[src/rtl/uart_pkg.sv]
// Shared UART definitions: receiver state encoding and default line timing.
// The test_data stimulus generator uses the same constants.
package uart_pkg;

   typedef enum logic [2:0] {
      IDLE,
      START,
      DATA,
      STOP,
      WAIT_HIGH
   } uart_rx_state_t;

   localparam int UART_CLKS_PER_BIT = 868;
   localparam int UART_DATA_BITS    = 8;

endpackage

[src/rtl/uart_rx_sync.sv]
// Brings the asynchronous serial line into the sysclk domain.
// The output is a 2-of-3 majority over the last three synchronised samples.
module uart_rx_sync (
   input  logic sysclk,
   input  logic reset,
   input  logic din,
   output logic dout
);

   logic       sync1;
   logic       sync2;
   logic [2:0] hist;

   // Everything resets to the idle (high) line level so no start is seen out of reset.
   always_ff @(posedge sysclk) begin
      if (reset) begin
         sync1 <= 1'b1;
         sync2 <= 1'b1;
         hist  <= 3'b111;
      end else begin
         sync1 <= din;
         sync2 <= sync1;
         hist  <= {hist[1:0], sync2};
      end
   end

   assign dout = (hist[0] & hist[1]) | (hist[0] & hist[2]) | (hist[1] & hist[2]);

endmodule

[src/rtl/uart_byte_rx.sv]
// 8N1 UART byte receiver with mid-bit sampling, framing-error detection and a
// one-entry valid/ready holding register that reports overruns.
//
// state     | meaning
// ----------+-------------------------------------------------------------
// IDLE      | line idle, waiting for a low level on the voted input
// START     | qualifying the start bit at its midpoint
// DATA      | sampling data bits one bit period apart, LSB first
// STOP      | sampling the stop bit, delivering or dropping the byte
// WAIT_HIGH | bad stop bit seen; waiting for the line to return high
module uart_byte_rx
   import uart_pkg::*;
#(
   parameter int CLKS_PER_BIT = UART_CLKS_PER_BIT,
   parameter int DATA_BITS    = UART_DATA_BITS
) (
   input  logic                 sysclk,
   input  logic                 reset,
   input  logic                 uart_txd_in,
   output logic [DATA_BITS-1:0] data,
   output logic                 valid,
   input  logic                 ready,
   output logic                 frame_err,
   output logic                 overrun,
   output logic                 busy
);

   localparam int             CW       = $clog2(CLKS_PER_BIT);
   localparam logic [CW-1:0]  CNT_MID  = CW'(CLKS_PER_BIT / 2);
   localparam logic [CW-1:0]  CNT_LAST = CW'(CLKS_PER_BIT - 1);
   localparam logic [2:0]     BIT_LAST = 3'(DATA_BITS - 1);

   uart_rx_state_t       state;
   logic [CW-1:0]        cnt;
   logic [2:0]           bit_idx;
   logic [DATA_BITS-1:0] shreg;
   logic                 rxm;

   uart_rx_sync u_sync (
      .sysclk (sysclk),
      .reset  (reset),
      .din    (uart_txd_in),
      .dout   (rxm)
   );

   always_ff @(posedge sysclk) begin
      if (reset) begin
         state     <= IDLE;
         cnt       <= '0;
         bit_idx   <= '0;
         shreg     <= '0;
         data      <= '0;
         valid     <= 1'b0;
         frame_err <= 1'b0;
         overrun   <= 1'b0;
         busy      <= 1'b0;
      end else begin
         frame_err <= 1'b0;
         overrun   <= 1'b0;
         if (valid && ready) valid <= 1'b0;

         case (state)
            IDLE: begin
               if (!rxm) begin
                  state <= START;
                  cnt   <= '0;
                  busy  <= 1'b1;
               end
            end
            START: begin
               if (cnt == CNT_MID) begin
                  cnt <= '0;
                  if (rxm) begin
                     state <= IDLE;
                     busy  <= 1'b0;
                  end else begin
                     state   <= DATA;
                     bit_idx <= '0;
                  end
               end else begin
                  cnt <= cnt + 1'b1;
               end
            end
            DATA: begin
               if (cnt == CNT_LAST) begin
                  cnt     <= '0;
                  shreg   <= {rxm, shreg[DATA_BITS-1:1]};
                  bit_idx <= bit_idx + 3'd1;
                  if (bit_idx == BIT_LAST) state <= STOP;
               end else begin
                  cnt <= cnt + 1'b1;
               end
            end
            STOP: begin
               if (cnt == CNT_LAST) begin
                  cnt <= '0;
                  if (rxm) begin
                     state <= IDLE;
                     busy  <= 1'b0;
                     // A byte accepted this cycle frees the register for the new one.
                     if (!valid || ready) begin
                        data  <= shreg;
                        valid <= 1'b1;
                     end else begin
                        overrun <= 1'b1;
                     end
                  end else begin
                     frame_err <= 1'b1;
                     state     <= WAIT_HIGH;
                  end
               end else begin
                  cnt <= cnt + 1'b1;
               end
            end
            WAIT_HIGH: begin
               if (rxm) begin
                  state <= IDLE;
                  busy  <= 1'b0;
               end
            end
            default: begin
               state <= IDLE;
               busy  <= 1'b0;
            end
         endcase
      end
   end

endmodule

[config.mk]
export PLATFORM = sky130hd
export DESIGN_NAME = uart_byte_rx
export DESIGN_NICKNAME = d
export VERILOG_FILES = /design/src/rtl/uart_pkg.sv /design/src/rtl/uart_rx_sync.sv /design/src/rtl/uart_byte_rx.sv
export SDC_FILE = /design/constraint.sdc
export NUM_CORES = 1
export LEC_CHECK = 0
export BUFFER_PORTS_ARGS = -buffer_cell sky130_fd_sc_hd__buf_2
export CORE_UTILIZATION = 55
export CTS_CLUSTER_DIAMETER = 150
export DETAILED_ROUTE_END_ITERATION = 10
export GPL_TIMING_DRIVEN = 0
export PLACE_DENSITY_LB_ADDON = 0.08
export SLEW_MARGIN = 10
export SYNTH_ARGS = -nofsm -noshare
export SYNTH_HDL_FRONTEND = slang
export SYNTH_HIERARCHICAL = 1
export SYNTH_SLANG_ARGS = --single-unit
[constraint.sdc]
create_clock -name sysclk -period 2.88 [get_ports sysclk]
set_input_delay 0.288 -clock sysclk [delete_from_list [all_inputs] [get_ports sysclk]]
set_output_delay 0.288 -clock sysclk [all_outputs]
set_load 0.02 [all_outputs]
==> metrics.md, run 1 <==
| Metric | Value |
|---|---|
| Cts hold-fix bufs | 0 |
| CP Max Fanout | 10 |
| Syn avg cell area | 8.87 µm² |
| Cell count along the critical path | 6 |
| Setup_tns | 0 ns |
| # IOs | 16 |
| Crit-path slowest cell | a21oi_1 |
| Worst hold stages | 2 |
| Drt pass-1 iters | 4 |
| Antenna violations before repair | 0 |
| Hold crit path type | in -> reg |
| Die width | a little over 60 µm |
| Mapped Cells | 220 |
| Worst-margin pin slew | 0.643 ns |
| Clock Tree Buf Depth | 2 |
| Area of the multi-input gates | about 1100 µm² |
| Total grt overflow | 0 |
| Initial DRC Count | a little over 100 |
| Largest net degree at the start of global routing | 14 |
| R2R depth | 6 |
| Crit Path Category | reg -> reg |
| Worst Slack Setup Final | 0.824 ns |
| XOR/XNOR share of the synthesized area | 0.0135 |
| Synth Area in Simple Gates | 0.266 |
| Ant diodes | 0 |
| Setup repair bufs after CTS | 0 |
| Largest family of logic cells by synthesized area | simple AND/OR/NAND/NOR gates |
| RSZ-0062 raised after global routing | no |
| Residual DRC | 0 |
| CTS Root Cell | clkbuf_4 |
| # clock sinks | just over 40 |
| Final setup fails | 0 |
| Fin. Hold Viols | 0 |
| Commonest non-fill, non-tap cell in the layout | dfxtp_1 |
| Final nets | 250 |
| Register area | roughly 820 µm² |
| Fillers | 308 |
| Worst path max stage delay | 0.54 ns |
| Die footprint | between 3000 and 4000 µm² |
| R2R Setup Slk | 0.82 ns |
| Sequential area share after synthesis | 0.421 |
| Synth Cell Area | ~2000 µm² |
| Vias per cell | roughly 6.0 |
| # H-tree levels | 2 |
| Synth warnings | 6 |
| Initial Utilization | 0.580 |
| Vias in the first global route | around 1.6k |
| Top delay family on crit path | compound AO/OA/AOI/OAI gates |
| Crit path required time | 3.15 ns |
| F_max | a little under 500 MHz |
| Routability cong. | roughly 0.87 |
| Global-route wire length before repair | just over 7000 µm |
| Number of synthesized flops with an enable pin | 0 |
| Layout area overhead | 11.2% |
| Inserted Clock Buffers | 5 |
| Pleak | approximately 0.82 nW |
| Top FF cell, synth | dfxtp_1 |
| Setup WS pre-CTS | between 0.8 and 0.9 ns |
| PD cells | 469 nW/µm² |
| CP arrival | 2.32 ns |
| Max Slew Vio Count | 0 |
| Async SR Flop Fraction | 0 |
| Crit path cell chain | maj3_2 > buf_2 > or3b_2 > a21oi_1 > nand2_1 > o21ai_0 |
| Port Buf Inserts | 15 |
| Most frequent cells in the layout | dfxtp_1 (41), buf_2 (21), nand2_1 (20) |
| Setup Skew | about 0.011 ns |
| Worst-skew pair later-pin latency | 0.35 ns |
| Adder-Cell Fraction of Synth Area | 0.0314 |
| Tmin final | approximately 2 ns |
| Compound-Gate Fraction of Synth Area | 0.191 |
| All-Layer GR Usage | 0.254 |
| Core Rows | 21 |
| Final antenna-violating net count | 0 |
| Period Utilization, post-route | 0.714 |
| Status | completed |
| HPWL Detailed | around 3200 µm |
| Maximum vdd drop | roughly 0.28 mV |
| Crit path buf inv count | 1 |
| Routed WL per cell | between 15 and 20 µm |
| Syn_nets | between 200 and 250 |
| Share of post-route cells with drive strength above 1 | 0.169 |
| Core ar. | 3360 µm² |
| CTS tree | yes |
| Mux contribution to synthesized area | 0.0411 |
| Synthesized flop and latch total | 41 |
| Startpoint Class | register |
| Vias | about 1.7k |
| Max-cap violations | 0 |
| Clock Pin Slew Worst Setup and Hold Paths | ~0.12 ns |
| Max_slew headroom | 0.572 |
| Post-CTS sizing | 0 |
| Total Wirelength | about 4400 µm |
| Die Height | ~62 µm |
| Synth unique cells | slightly below 50 |
| CP Capture Type | register |
==> final cells by class <==
type                            instances  area share
Sequential cell                        41       0.379
Buffer                                 11      0.0225
Clock buffer                            7      0.0254
Multi-Input combinational cell        162       0.488
Tap cell                               46      0.0265
Clock inverter                          1      0.0138
Inverter                                6      0.0104
Timing Repair Buffer                   15      0.0346
==> power breakdown <==
part / internal, mW / switching, mW / total, mW
sequential: 0.572 / 0.00419 / 0.577
combinational: 0.0193 / 0.0316 / 0.0510
clock: 0.207 / 0.183 / 0.390
==> final timing paths <==
check                            start                   endpoint
min reg2reg    u_sync/sync2$_SDFF_PP1_  u_sync/hist[0]$_SDFF_PP1_
max reg2reg  u_sync/hist[0]$_SDFF_PP1_        cnt[9]$_SDFFE_PP0P_
max          u_sync/hist[0]$_SDFF_PP1_        cnt[9]$_SDFFE_PP0P_
min                        uart_txd_in    u_sync/sync1$_SDFF_PP1_
==> metrics by stage <==
stage / util / instance area, µm² / power [mW] / std cells / hold WS [ns]
finish: 0.645 / 2170 / 1.02 / 289 / 0.125
global route: 0.645 / 2170 / 1.05 / 289 / 0.103
global placement: 0.619 / 2080 / 0.637 / 281 / 0.392
CTS: 0.645 / 2170 / 1.02 / 289 / 0.110
detailed placement: 0.619 / 2080 / 0.640 / 281 / 0.405
floorplan: - / 1950 / 0.625 / 220 / 0.383
==> logic make-up (layout without fill, tap and decap cells) <==
group                    after synthesis  after routing
flip-flops                            41             41
XOR/XNOR                               3              3
AO/OA/AOI/OAI                         55             55
multiplexers                           8              8
buffers and inverters                 17             40
adder cells (fa/ha/maj)                5              5
AND/OR/NAND/NOR                       91             91
==> state kept, by name, summed over array words and instances, names as in the netlist, 3 cells and up <==
name and cells:
cnt 10, data 8, state 3, u_sync/hist 3
shreg 8, bit_idx 3
==> Yosys cell counts, drive strengths merged, types with 3 or more instances <==
cell    count  area [µm²]
buf         6        30.0
nor2b       4        25.0
o211ai      4        30.0
o21ai      15        75.1
nand2      20        75.1
or3b        3        28.8
ha          4        50.1
nand2b      7        43.8
nor3        7        35.0
o22ai       3        18.8
a21oi      16        80.1
a31oi       5        46.3
or2         5        31.3
dfxtp      41         821
inv         6        22.5
nor3b       3        33.8
nor2       13        48.8
nand4       3        18.8
nand3      13        65.1
mux2i       8        80.1
clkbuf      5        18.8
==> per-layer routing <==
| layer | wire, µm | GRT usage | share of wire | up-vias |
|---|---|---|---|---|
| met5 | 0 | 0 | 0 | - |
| met1 | 1950 | 0.302 | 0.45 | 831 |
| li1 | - | - | - | 844 |
| met3 | 226 | 0.0693 | 0.051 | 2 |
| met2 | 2190 | 0.452 | 0.50 | 57 |
| met4 | 17 | 0.0635 | 0.0039 | 0 |
Power figures use the tool's default switching activity.
==> run 2: changes to the inputs <==
Settings changed: ABC_AREA set to 1.
Clock period 2.88 ns to 2 ns, I/O delays scaled along.
==> metrics.md, run 2 <==
| Metric | Value |
|---|---|
| Status | completed |
| Max-cap violations | 0 |
| Commonest non-fill, non-tap cell in the layout | nand2_1 |
| # H-tree levels | 2 |
| Largest net degree at the start of global routing | 15 |
| Vias per cell | around 5.1 |
| Most frequent cells in the layout | nand2_1 (45), nor2_1 (41), dfxtp_1 (41) |
| Top FF cell, synth | dfxtp_1 |
| Inserted Clock Buffers | 5 |
| CP Max Fanout | 9 |
| Global-route wire length before repair | 5840 µm |
| Final nets | between 200 and 300 |
| Synthesized flop and latch total | ~40 |
| Top cells by count, synth | nand2_1 (45), dfxtp_1 (41), nor2_1 (41) |
| Core ar. | roughly 3100 µm² |
| Setup repair bufs after CTS | 0 |
| Vias in the first global route | 1336 |
| Vias | 1654 |
| Top-count cell post-synth | nand2_1 |
| Routability cong. | between 0.8 and 0.9 |
| F_max | between 500 and 600 MHz |
| Sequential area share after synthesis | 0.444 |
| Post-CTS sizing | 0 |
| Largest register FFs | 10 |
| Maximum vdd drop | 0.588 mV |
| PD cells | between 800 and 900 nW/µm² |
| Max_slew headroom | 0.668 |
| Synth Area in Simple Gates | 0.306 |
| Final setup fails | 0 |
| CP arrival | between 2 and 2.5 ns |
| Fin. Hold Viols | 0 |
| Share of post-route cells with drive strength above 1 | 0.158 |
| CTS Root Cell | clkbuf_4 |
| Routed WL per cell | around 11 µm |
| Setup_tns | 0 ns |
| Async SR Flop Fraction | 0 |
| Clock network power share | 0.254 |
| Total Wirelength | ~3600 µm |
| Clock Pin Slew Worst Setup and Hold Paths | 0.12 ns |
| Internal power | roughly 1.1 mW |
| Pleak | approximately 0.98 nW |
| Synth unique cells | 28 |
| Reg with most FFs | cnt |
| Total grt overflow | 0 |
| Final antenna-violating net count | 0 |
| # IOs | 16 |
| Syn_nets | 262 |
| Residual DRC | 0 |
| Synth warnings | 6 |
| Layout area overhead | 10.8% |
| Tmin final | 1.76 ns |
| Max Slew Vio Count | 0 |
| Top cells by area, synth | dfxtp_1 (44%), nand2_1 (9.1%), nor2_1 (8.3%) |
| # clock sinks | just over 40 |
| Crit path required time | ~2.3 ns |
| Final Util | 0.655 |
| Synth Cell Area | 1850 µm² |
| P_sw | just under 0.6 mW |
| RSZ-0062 raised after global routing | no |
| Port Buf Inserts | 15 |
| CTS tree | yes |
| Ant diodes | 0 |
| Sequential share of power | 0.519 |
| Setup Skew | between 0.015 and 0.02 ns |
| Period Utilization, post-route | 0.881 |
| Hold crit path type | in -> reg |
| Worst-margin pin slew | slightly below 0.5 ns |
| Die width | roughly 60 µm |
| HPWL Detailed | 2590 µm |
| Mapped Cells | approximately 250 |
| Worst-skew pair later-pin latency | roughly 0.37 ns |
| Clock Tree Buf Depth | 2 |
| Crit Path Category | reg -> reg |
| CP Capture Type | register |
| Drt pass-1 iters | 4 |
| Core Rows | 20 |
| Startpoint Class | register |
| Die footprint | between 3000 and 4000 µm² |
| Largest registers | cnt (10), data (8), shreg (8) |
| Number of synthesized flops with an enable pin | 0 |
| All-Layer GR Usage | 0.223 |
| Initial DRC Count | 110 |
| Post-synth top area share | 0.444 |
| XOR/XNOR share of the synthesized area | 0.00474 |
| Sw Share | 0.345 |
| Cts hold-fix bufs | 0 |
| Mux contribution to synthesized area | 0 |
| WHS | 0.0918 ns |
| Area leader, netlist | dfxtp_1 |
| Syn avg cell area | around 7.3 µm² |
| Antenna violations before repair | 0 |
| Combinational power share | 0.227 |
| Adder-Cell Fraction of Synth Area | 0.0271 |
| Die Height | ~60 µm |
| Largest family of logic cells by synthesized area | simple AND/OR/NAND/NOR gates |
| Compound-Gate Fraction of Synth Area | 0.146 |
| Initial Utilization | 0.591 |
run 2: cell count changes after synthesis, moves of 4 or more:
cell / change
buf_2: -5
inv_2: +9
mux2i_1: -8
nand2_1: +25
o21ai_1: +11
nor2_1: +28
a31oi_1: -4
nor3_1: -7
nand2b_1: -7
inv_1: +16
nor2b_1: -4
run 2: cell families (layout without fill, tap and decap cells):
kind of cell               Yosys count  count (layout)
AOI/OAI and AO/OA                   49              49
adders and majority gates            4               4
buffers and inverters               35              59
and+or+nand+nor                    124             124
DFF                                 41              41
xor gates and xnor gates             1               1
run 2: final timing paths:
| kind | startpoint | end | slack, ns | cells past startpoint |
|---|---|---|---|---|
| worst max-delay path | u_sync/hist[1]$_SDFF_PP1_ | data[6]$_SDFFE_PP0P_ | 0.24 | 7 |
| worst min-delay path | reset | u_sync/hist[0]$_SDFF_PP1_ | 0.09 | 2 |
| worst max register to register | u_sync/hist[1]$_SDFF_PP1_ | data[6]$_SDFFE_PP0P_ | 0.24 | 7 |
| worst min register to register | u_sync/sync2$_SDFF_PP1_ | u_sync/hist[0]$_SDFF_PP1_ | 0.42 | 1 |
run 2: critical path: stages, from the launching register on:
cell	delay [ns]
dfxtp_1	0.36
nand2_1	0.05
nand3_1	0.33
inv_2	0.15
nor3_4	0.42
nand2_4	0.13
o21ai_1	0.16
nor2_1	0.05
run 2: power groups by stage:
stage | Clock (mW) | Sequential [mW] | Combinational [mW]
finish | 0.428 | 0.876 | 0.384
global route | 0.470 | 0.880 | 0.427
CTS | 0.436 | 0.875 | 0.383
detailed placement | 0 | 0.893 | 0.378
global placement | 0 | 0.893 | 0.380
floorplan | 0 | 0.887 | 0.303
run 2: cell type report:
| cell class | count | area, µm² |
|---|---|---|
| Timing Repair Buffer | 16 | 85.1 |
| Buffer | 4 | 16.3 |
| Clock inverter | 3 | 22.5 |
| Inverter | 31 | 116 |
| Tap cell | 44 | 55.1 |
| Sequential cell | 41 | 821 |
| Multi-Input combinational cell | 178 | 896 |
| Clock buffer | 5 | 37.5 |
| Fill cell | 284 | 1080 |
run 2: per-stage QoR:
stage	total power, mW	setup WS [ns]	instance area [µm²]	cells
after detailed placement	1.27	0.289	1980	313
after global placement	1.27	0.291	1980	313
after floorplan	1.19	0.546	1850	254
after global routing	1.78	0.0882	2050	322
final	1.69	0.239	2050	322
after CTS	1.69	0.253	2040	321
run 2: metal layers:
metal | routed length, µm | up-vias | share of wire | global-route usage
met5 | 0 | - | 0 | 0
met4 | 66 | 0 | 0.018 | 0.110
li1 | - | 876 | - | -
met1 | 1920 | 744 | 0.53 | 0.315
met2 | 1490 | 27 | 0.41 | 0.316
met3 | 125 | 7 | 0.035 | 0.0519
